<file path="config.mk">
export PLATFORM = sky130hd
export DESIGN_NAME = uart_rx_flat
export DESIGN_NICKNAME = d
export VERILOG_FILES = /design/src/rtl/uart_pkg.sv /design/src/rtl/uart_rx_if.sv /design/src/rtl/uart_sync2.sv /design/src/rtl/uart_rx.sv /design/src/flat_wrapper.sv
export SDC_FILE = /design/constraint.sdc
export NUM_CORES = 1
export LEC_CHECK = 0
export CORE_ASPECT_RATIO = 1.25
export CORE_MARGIN = 2
export CORE_UTILIZATION = 51
export CTS_BUF_LIST = sky130_fd_sc_hd__clkbuf_8 sky130_fd_sc_hd__clkbuf_16
export DETAILED_ROUTE_END_ITERATION = 7
export PLACE_DENSITY = 0.72
export SLEW_MARGIN = 0
export SYNTH_ARGS = -nofsm -noshare
export SYNTH_HDL_FRONTEND = slang
export SYNTH_SLANG_ARGS = --single-unit
</file>
<file path="constraint.sdc">
create_clock -name clk -period 2 [get_ports clk]
set_clock_uncertainty 0.2 [all_clocks]
set_input_delay 0.4 -clock clk [delete_from_list [all_inputs] [get_ports clk]]
set_output_delay 0.4 -clock clk [all_outputs]
set_load 0.005 [all_outputs]
</file>
<file path="src/rtl/uart_pkg.sv">
// Shared UART definitions: default line settings, receiver state encoding and
// the bit-period helper used by both the transmitter and the receiver.
package uart_pkg;

  localparam int DEFAULT_CLK_FREQ = 50_000_000;
  localparam int DEFAULT_BAUD     = 9600;
  localparam int CNT_W            = 13;

  typedef enum logic [2:0] {
    IDLE,
    START,
    DATA,
    STOP,
    WAIT_HIGH
  } uart_state_e;

  function automatic int clks_per_bit(input int clk_freq, input int baud);
    return clk_freq / baud;
  endfunction

endpackage

</file>
<file path="src/rtl/uart_rx_if.sv">
// Receiver-side bundle: serial line in, recovered byte and status strobes out.
interface uart_rx_if;

  logic       rx;
  logic [7:0] data_out;
  logic       data_valid;
  logic       frame_err;
  logic       busy;

  // master drives the line and consumes the results; slave is the receiver
  modport master (output rx, input data_out, data_valid, frame_err, busy);
  modport slave  (input rx, output data_out, data_valid, frame_err, busy);

endinterface

</file>
<file path="src/rtl/uart_sync2.sv">
// Two-flop synchronizer for an asynchronous single-bit input, with a
// selectable reset value so idle-high lines and switches can share it.
module uart_sync2 #(
  parameter logic RST_VAL = 1'b1
) (
  input  logic clk,
  input  logic reset,
  input  logic i_d,
  output logic o_q
);

  logic [1:0] r_sync;

  always_ff @(posedge clk) begin
    if (reset) begin
      r_sync <= {2{RST_VAL}};
    end else begin
      r_sync <= {r_sync[0], i_d};
    end
  end

  assign o_q = r_sync[1];

endmodule

</file>
<file path="src/rtl/uart_rx.sv">
// 8N1 UART receiver: mid-bit sampling FSM producing a byte strobe on a good
// stop bit and a single error strobe on a low stop bit or held-low break.
module uart_rx
  import uart_pkg::*;
#(
  parameter int CLK_FREQ = DEFAULT_CLK_FREQ,
  parameter int BAUD     = DEFAULT_BAUD
) (
  input  logic      clk,
  input  logic      reset,
  uart_rx_if.slave  bus
);

  localparam int CLKS_PER_BIT = clks_per_bit(CLK_FREQ, BAUD);
  localparam int HALF_BIT     = CLKS_PER_BIT / 2;
  localparam logic [CNT_W-1:0] CNT_BIT_LAST  = CNT_W'(CLKS_PER_BIT - 1);
  localparam logic [CNT_W-1:0] CNT_HALF_LAST = CNT_W'(HALF_BIT - 1);

  logic             w_rx_s;
  uart_state_e      r_state,      w_state_next;
  logic [CNT_W-1:0] r_clk_cnt,    w_clk_cnt_next;
  logic [2:0]       r_bit_idx,    w_bit_idx_next;
  logic [7:0]       r_shift,      w_shift_next;
  logic [7:0]       r_data_out,   w_data_out_next;
  logic             r_data_valid, w_data_valid_next;
  logic             r_frame_err,  w_frame_err_next;

  uart_sync2 #(.RST_VAL(1'b1)) u_sync (
    .clk   (clk),
    .reset (reset),
    .i_d   (bus.rx),
    .o_q   (w_rx_s)
  );

  always_ff @(posedge clk) begin
    if (reset) begin
      r_state      <= IDLE;
      r_clk_cnt    <= '0;
      r_bit_idx    <= '0;
      r_shift      <= '0;
      r_data_out   <= '0;
      r_data_valid <= 1'b0;
      r_frame_err  <= 1'b0;
    end else begin
      r_state      <= w_state_next;
      r_clk_cnt    <= w_clk_cnt_next;
      r_bit_idx    <= w_bit_idx_next;
      r_shift      <= w_shift_next;
      r_data_out   <= w_data_out_next;
      r_data_valid <= w_data_valid_next;
      r_frame_err  <= w_frame_err_next;
    end
  end

  always_comb begin
    w_state_next      = r_state;
    w_clk_cnt_next    = r_clk_cnt + 1'b1;
    w_bit_idx_next    = r_bit_idx;
    w_shift_next      = r_shift;
    w_data_out_next   = r_data_out;
    w_data_valid_next = 1'b0;
    w_frame_err_next  = 1'b0;
    case (r_state)
      IDLE: begin
        w_clk_cnt_next = '0;
        if (!w_rx_s) w_state_next = START;
      end
      START: begin
        // a line that is high again at mid start bit was only a glitch
        if (r_clk_cnt == CNT_HALF_LAST) begin
          w_clk_cnt_next = '0;
          w_bit_idx_next = '0;
          w_state_next   = w_rx_s ? IDLE : DATA;
        end
      end
      DATA: begin
        if (r_clk_cnt == CNT_BIT_LAST) begin
          w_clk_cnt_next          = '0;
          w_shift_next[r_bit_idx] = w_rx_s;
          w_bit_idx_next          = r_bit_idx + 3'd1;
          if (r_bit_idx == 3'd7) w_state_next = STOP;
        end
      end
      STOP: begin
        // returning to IDLE at mid stop bit lets a back-to-back start be caught
        if (r_clk_cnt == CNT_BIT_LAST) begin
          w_clk_cnt_next = '0;
          if (w_rx_s) begin
            w_data_out_next   = r_shift;
            w_data_valid_next = 1'b1;
            w_state_next      = IDLE;
          end else begin
            w_frame_err_next  = 1'b1;
            w_state_next      = WAIT_HIGH;
          end
        end
      end
      WAIT_HIGH: begin
        w_clk_cnt_next = '0;
        if (w_rx_s) w_state_next = IDLE;
      end
      default: begin
        w_clk_cnt_next = '0;
        w_state_next   = IDLE;
      end
    endcase
  end

  assign bus.data_out   = r_data_out;
  assign bus.data_valid = r_data_valid;
  assign bus.frame_err  = r_frame_err;
  assign bus.busy       = (r_state != IDLE);

endmodule
</file>
<file path="src/flat_wrapper.sv">
// flat-port wrapper written by rule: the top's interface ports become plain ports
module uart_rx_flat import uart_pkg::*;
#(
  parameter int CLK_FREQ = DEFAULT_CLK_FREQ,
  parameter int BAUD     = DEFAULT_BAUD
)
  (clk, reset, bus_rx, bus_data_out, bus_data_valid, bus_frame_err, bus_busy);
  uart_rx_if bus_i ();
  input  logic clk;
  input  logic reset;
  input wire logic [$bits(bus_i.rx)-1:0] bus_rx;
  output wire logic [$bits(bus_i.data_out)-1:0] bus_data_out;
  output wire logic [$bits(bus_i.data_valid)-1:0] bus_data_valid;
  output wire logic [$bits(bus_i.frame_err)-1:0] bus_frame_err;
  output wire logic [$bits(bus_i.busy)-1:0] bus_busy;
  assign bus_i.rx = bus_rx;
  assign bus_data_out = bus_i.data_out;
  assign bus_data_valid = bus_i.data_valid;
  assign bus_frame_err = bus_i.frame_err;
  assign bus_busy = bus_i.busy;
  uart_rx #(.CLK_FREQ(CLK_FREQ), .BAUD(BAUD)) u_core (.clk(clk), .reset(reset), .bus(bus_i));
endmodule
</file>
==> summary.txt, run 1 <==
Status
  • Run status: complete, but fails checks
  • Failing checks: negative setup slack

Finish
  • Layout cell share with drive strength beyond 1: 0.2188
  • Post-Layout Inst Area: 0.002262 mm^2
  • Final nets: between 200 and 250
  • Diode count: 0
  • Synth-to-Final Area Change: 25.56%
  • Non-Filler Instances: 263

Routing
  • Routed via count: ~1,500
  • Routed WL per cell: around 14 um
  • DRT iter0 DRCs: 44
  • DRT antenna net count: 0
  • Vias per std cell: 5.532
  • Final wirelength: roughly 3.8 mm
  • Iteration count of the initial detailed-routing pass: 4
  • DRC violations left: 0

Critical path
  • Worst R2R End: u_core.r_shift[3]
  • Slowest CP cell: or4b_4
  • Beginning of the critical path: u_core.r_clk_cnt[5]
  • Critical-path cell list: or4b_4, nor4_4, buf_4, nand4_1, mux2i_1
  • Largest stage delay, worst path: around 0.57 ns
  • Reg-to-reg slack, setup: -0.03 ns
  • Critical Path Fanout Max: 8
  • Worst EP required: 1.96 ns
  • Crit path capture: u_core.r_shift[3]
  • Critical Path End Type: register
  • Worst Path Arrival: 1.98 ns
  • CP Class: register to register
  • Reg-to-Reg Start: u_core.r_clk_cnt[5]
  • Element type at the critical path start: register
  • R2R cell count: 5

Timing
  • Fin worst setup slack: -0.02657 ns
  • Rel. slew slack: 0.7406
  • Setup Total Neg Slack: -0.02657 ns
  • Final Max Slew Viols: 0
  • Final setup violation count: 1
  • Minimum clock period: roughly 2.0 ns
  • Achievable Freq: 493.4 MHz
  • RSZ-0062 raised after global routing: true
  • Worst Max-Slew Pin Slew: 0.3837 ns
  • Hold Vio Cnt, Final: 0
  • Final clock period utilization by the worst path: 1.013

Min path
  • Worst hold path class: register to register
  • Hold path cells: 1

Logic synthesis
  • Syn Nets: just under 200
  • Register area share after synthesis: 0.4333
  • Mean Syn Cell Area: 9.533 um^2
  • Synth Area in Compound Gates: 0.05000
  • Cell Area, Synth: approximately 0.0018 mm^2
  • Mux contribution to synthesized area: 0.1063
  • Post-synth EDFFs: 0
  • Post-synthesis adder-cell area fraction: 0.02083
  • Synth Warn #: 0
  • Synth area leader: dfxtp_1
  • Synth area leaders: dfxtp_1, mux2i_1, nor3_1
  • Count of cell types in the netlist: 39
  • Post-Synth XOR/XNOR Area: 0.05833
  • Synth top area share: 0.4333
  • Most used DFF post-synth: dfxtp_1
  • Flops & latches, synth: 39
  • Main combinational cell family by area after synthesis: simple AND/OR/NAND/NOR gates
  • Post-synth top cells: dfxtp_1, mux2i_1, nor3_1, nor2_1, nand2b_1
  • Synth async-reset ratio: 0
  • Post-Synthesis Cells: 189
  • Synth Area in Simple Gates: 0.2896
  • Most frequent cell after synthesis: dfxtp_1

Die
  • Ports: 14
  • Die W: 57.16 um
  • Initial core utilization: 0.5263
  • Num rows: 24
  • Core area: 0.003423 mm^2
  • Die height: 70.46 um
  • Die area: 0.004027 mm^2

GRT
  • Number of global-route vias before repair: around 1,400
  • Global Route Usage Sum: 0.2008
  • Global route total overflow: 0
  • Largest net degree at the start of global routing: 23
  • Global-route wire length before repair: about 6.3 mm
  • Initial antenna violation count: 0

Power
  • Power Density: between 600 and 700 mW/mm^2
  • Lkg Pwr: 0.0008410 uW
  • Peak supply drop: between 0.6 and 0.7 mV

Clock tree
  • Clk sinks: 39
  • Number of buffers created by CTS: 5
  • Maximum clock insertion buffer count: 2
  • Clock-pin slew on the worst setup and hold paths: ~0.07 ns
  • CTS tree: built
  • Max H-tree Level: 2
  • CTS root buf: clkbuf_8
  • Clock latency at the later pin of the worst-skew pair: 0.29 ns

Placement
  • Post-DP Area: approximately 0.0021 mm^2
  • Inst Count DP: between 200 and 300
  • IO buf count: 13
  • RePlAce Congestion: 0.9027
  • Post-DP HPWL: around 2.7 mm

Run
  • Number of max-cap violations: 0
-- power by group --
group | total [uW] | leakage [uW] | internal, uW | switching (uW)
sequential | 782 | 0.000316 | 779 | 2.30
clock | 675 | 0.0000612 | 404 | 272
combinational | 64.1 | 0.000464 | 29.6 | 34.5
-- critical path: cells and delay by family, from the launching register on --
family / cells / cell delay [ns]
simple gates: 3 / 1.02
flops: 1 / 0.32
buf+inv: 1 / 0.20
mux: 1 / 0.16
-- stage by stage --
step / power [uW] / utilization / setup WS [ns] / hold slack (ns)
floorplan: 841.8 / - / 0.009186 / 0.1895
global route: 1569 / 0.6608 / -0.1218 / 0.2291
detailed placement: 863.6 / 0.6144 / -0.04191 / 0.2046
global placement: 862.0 / 0.6144 / -0.02706 / 0.1927
finish: 1521 / 0.6608 / -0.02657 / 0.2159
CTS: 1534 / 0.6520 / -0.04248 / 0.2222
-- cell usage in the layout, fill, tap and decap left out, types with 6 or more instances in the layout --
master and n:
mux2i_1 18, clkbuf_8 6, nor2_1 15, nand4_1 11, xnor2_1 9, dfxtp_1 36
clkdlybuf4s50_1 12, buf_4 23, nand2b_1 12, nor3_1 16
-- per-layer routing --
metal / GRT usage / vias up / part of all wire
met1: 0.2244 / 674 / 0.42
li1: - / 743 / -
met2: 0.3602 / 30 / 0.53
met5: 0 / - / 0
met4: 0.07752 / 0 / 0.021
met3: 0.04630 / 8 / 0.030
-- state kept, by name, summed over array words and instances (netlist names) --
signal                 flops
u_core.u_sync.r_sync       2
u_core.bus.data_out        8
u_core.bus.frame_err       1
u_core.r_clk_cnt          13
u_core.r_shift             8
u_core.bus.data_valid      1
u_core.r_state             3
u_core.r_bit_idx           3
-- final cells by class --
class | count | area [um^2]
fillers | 292 | 1161
repair buffers | 38 | 325.3
well taps | 39 | 48.80
inverters | 5 | 18.77
multi-input cells | 134 | 967.2
clock buffers | 6 | 82.58
flip-flops and latches | 39 | 784.5
clock inverters | 2 | 35.03
-- timing repair --
| action | in CTS | in global routing |
|---|---|---|
| endpoints found under the setup margin | 14 | 34 |
| endpoints found under the hold margin | 0 | 0 |
| resized for setup | 3 | 8 |
| hold buffers | 0 | 0 |
| pin swaps | 5 | 1 |
| setup buffers | 1 | 1 |
-- cells by family after synthesis --
| kind of cell | after synthesis |
|---|---|
| adders and majority gates | 3 |
| xor gates and xnor gates | 12 |
| AOI/OAI and AO/OA | 13 |
| buffers and inverters | 16 |
| DFF | 39 |
| muxes | 19 |
| and+or+nand+nor | 87 |
-- worst min-delay path by stage --
| stage | start | endpoint |
|---|---|---|
| after floorplan | u_core.u_sync.r_sync[0] | u_core.u_sync.r_sync[1] |
| after global placement | u_core.u_sync.r_sync[0] | u_core.u_sync.r_sync[1] |
| after detailed placement | u_core.u_sync.r_sync[0] | u_core.u_sync.r_sync[1] |
| after CTS | u_core.u_sync.r_sync[0] | u_core.u_sync.r_sync[1] |
| after global routing | u_core.u_sync.r_sync[0] | u_core.u_sync.r_sync[1] |
| final | u_core.u_sync.r_sync[0] | u_core.u_sync.r_sync[1] |
Note: power is estimated with default switching activity, not from simulation.
==> run 2: changes to the inputs <==
--- a/config.mk
+++ b/config.mk
@@ -7,10 +7,13 @@
 export LEC_CHECK = 0
 export CORE_ASPECT_RATIO = 1.25
 export CORE_MARGIN = 2
-export CORE_UTILIZATION = 51
+export CORE_UTILIZATION = 55
 export CTS_BUF_LIST = sky130_fd_sc_hd__clkbuf_8 sky130_fd_sc_hd__clkbuf_16
 export DETAILED_ROUTE_END_ITERATION = 7
-export PLACE_DENSITY = 0.72
+export DONT_BUFFER_PORTS = 1
+export GPL_TIMING_DRIVEN = 0
+export PLACE_DENSITY = 0.71
+export SKIP_CTS_REPAIR_TIMING = 1
 export SLEW_MARGIN = 0
 export SYNTH_ARGS = -nofsm -noshare
 export SYNTH_HDL_FRONTEND = slang
==> run 2 against run 1 <==
The flow still finishes with violations (negative setup slack). Total power is 11% lower. Clock-buffer cell count shrank 1. Core utilization shrank 1.4 points. Combinational power shrank 15%. Non-clock buffer count fell by 19. Largest cell class unchanged. Highest routed layer unchanged.
==> summary.txt, run 2 (same netlist as run 1, synthesis figures left out) <==
Routing
  • Routed via count: 1,395
  • DRT antenna net count: 0
  • Vias per std cell: 5.764
  • Final wirelength: ~3.7 mm
  • Routed WL per cell: 15.32 um
  • Iteration count of the initial detailed-routing pass: 4
  • DRC violations left: 0
  • DRT iter0 DRCs: 14

Critical path
  • Critical Path End Type: register
  • Critical Path Fanout Max: 6
  • CP Class: register to register
  • Critical-path cell list: or4b_4, nor4_4, buf_4, nand4_1, mux2i_1
  • Largest stage delay, worst path: 0.58 ns
  • Worst Path Arrival: 2.11 ns
  • Slowest CP cell: or4b_4
  • Element type at the critical path start: register
  • Worst EP required: 1.98 ns

Run
  • Number of max-cap violations: 0

Power
  • Peak supply drop: around 0.67 mV
  • Power Density: 664.0 mW/mm^2
  • Lkg Pwr: ~0.00073 uW

Timing
  • RSZ-0062 raised after global routing: true
  • Rel. slew slack: 0.6827
  • Final setup violation count: 29
  • Hold Vio Cnt, Final: 0
  • Achievable Freq: 467.7 MHz
  • Final clock period utilization by the worst path: 1.069
  • Worst Max-Slew Pin Slew: 0.4710 ns
  • Fin worst setup slack: -0.1380 ns
  • Minimum clock period: 2.138 ns
  • Setup Total Neg Slack: -1.984 ns
  • Final Max Slew Viols: 0

Die
  • Num rows: 23
  • Die height: 67.99 um
  • Die area: 0.003752 mm^2
  • Ports: 14
  • Initial core utilization: 0.5692
  • Core area: 0.003166 mm^2
  • Die W: between 50 and 60 um

GRT
  • Initial antenna violation count: 0
  • Largest net degree at the start of global routing: 14
  • Met2 usage: 0.3661
  • Global Route Usage Sum: 0.2127
  • Global-route wire length before repair: 5.568 mm
  • Global route total overflow: 0
  • GR Util met1: 0.2359
  • GRT met3 Usage: 0.05895
  • GR peak layer: met2
  • Number of global-route vias before repair: around 1,200

Finish
  • Final nets: 210
  • Layout cell share with drive strength beyond 1: 0.1902
  • Commonest non-fill, non-tap cell in the layout: dfxtp_1
  • Synth-to-Final Area Change: 13.68%
  • Fillers: 262
  • Reg with most FFs: u_core.r_clk_cnt
  • Diode count: 0
  • Largest register FFs: 13
  • Most frequent cells in the layout: dfxtp_1, mux2i_1, nor3_1
  • Fin util: 0.6470
  • Non-Filler Instances: 242

Clock tree
  • CTS root buf: clkbuf_8
  • Maximum clock insertion buffer count: 2
  • Clk sinks: 39
  • Number of buffers created by CTS: 5
  • Clock-pin slew on the worst setup and hold paths: 0.08 ns
  • CTS tree: built
  • Max H-tree Level: 2
  • Clock latency at the later pin of the worst-skew pair: about 0.3 ns

Placement
  • Post-DP HPWL: 2.583 mm
  • Inst Count DP: 226
  • IO buf count: 0
  • RePlAce Congestion: between 0.8 and 0.9
  • Dpl ws: -0.2760 ns

Status
  • Failing checks: negative setup slack
  • Run status: complete, but fails checks

Min path
  • Worst hold path class: register to register
## run 2: changes by cell type in the layout (fill, tap and decap cells not counted), moves of 2 or more
cell             previous run  this run
clkbuf_1                    0         7
dfxtp_2                     3         5
dfxtp_1                    36        33
buf_4                      23         8
clkdlybuf4s50_1            12         0
clkinvlp_4                  0         2
## run 2: metal layers
layer / vias to the layer above / share of wire / wire [um]
met5: - / 0 / 0
met2: 20 / 0.55 / 2021
met3: 8 / 0.028 / 103
li1: 702 / - / -
met4: 0 / 0.025 / 92
met1: 665 / 0.40 / 1491
## run 2: area by class of cell
class | instances | area, um^2 | share of cell area
Multi-Input combinational cell | 134 | 980.9 | 0.4789
Clock buffer | 5 | 68.82 | 0.03360
Clock inverter | 3 | 20.02 | 0.009774
Tap cell | 37 | 46.29 | 0.02260
Timing Repair Buffer | 8 | 62.56 | 0.03054
Buffer | 11 | 60.06 | 0.02932
Sequential cell | 39 | 790.8 | 0.3861
Inverter | 5 | 18.77 | 0.009163
## run 2: per-stage QoR
| stage | hold slack (ns) | instance area [um^2] | power, uW |
|---|---|---|---|
| 3_5_place_dp | 0.2071 | 1848 | 853.2 |
| 3_3_place_gp | 0.1987 | 1848 | 851.4 |
| 4_1_cts | -0.006768 | 1937 | 1376 |
| 6_report | 0.2201 | 2048 | 1360 |
| 5_1_grt | 0.2336 | 2048 | 1409 |
| 2_1_floorplan | 0.1895 | 1802 | 841.8 |
## run 2: worst paths after layout
kind | from | slack [ns] | end | depth (start not counted)
hold reg to reg | u_core.u_sync.r_sync[0] | 0.22 | u_core.u_sync.r_sync[1] | 1
hold / removal | u_core.u_sync.r_sync[0] | 0.22 | u_core.u_sync.r_sync[1] | 1
setup reg to reg | u_core.r_clk_cnt[9] | -0.14 | u_core.r_shift[2] | 5
setup / recovery | u_core.r_clk_cnt[9] | -0.14 | u_core.r_shift[2] | 5
## run 2: report_power, final
group          leakage [uW]  internal [uW]  switching (uW)
clock             0.0000402            242             282
combinational      0.000368           21.5            32.7
sequential         0.000318            778            3.32
## run 2: critical path, delay by kind of cell, from the launching register on
family,cells,cell delay [ns]
buf+inv,1,0.22
flops,1,0.36
mux,1,0.14
simple gates,3,1.11
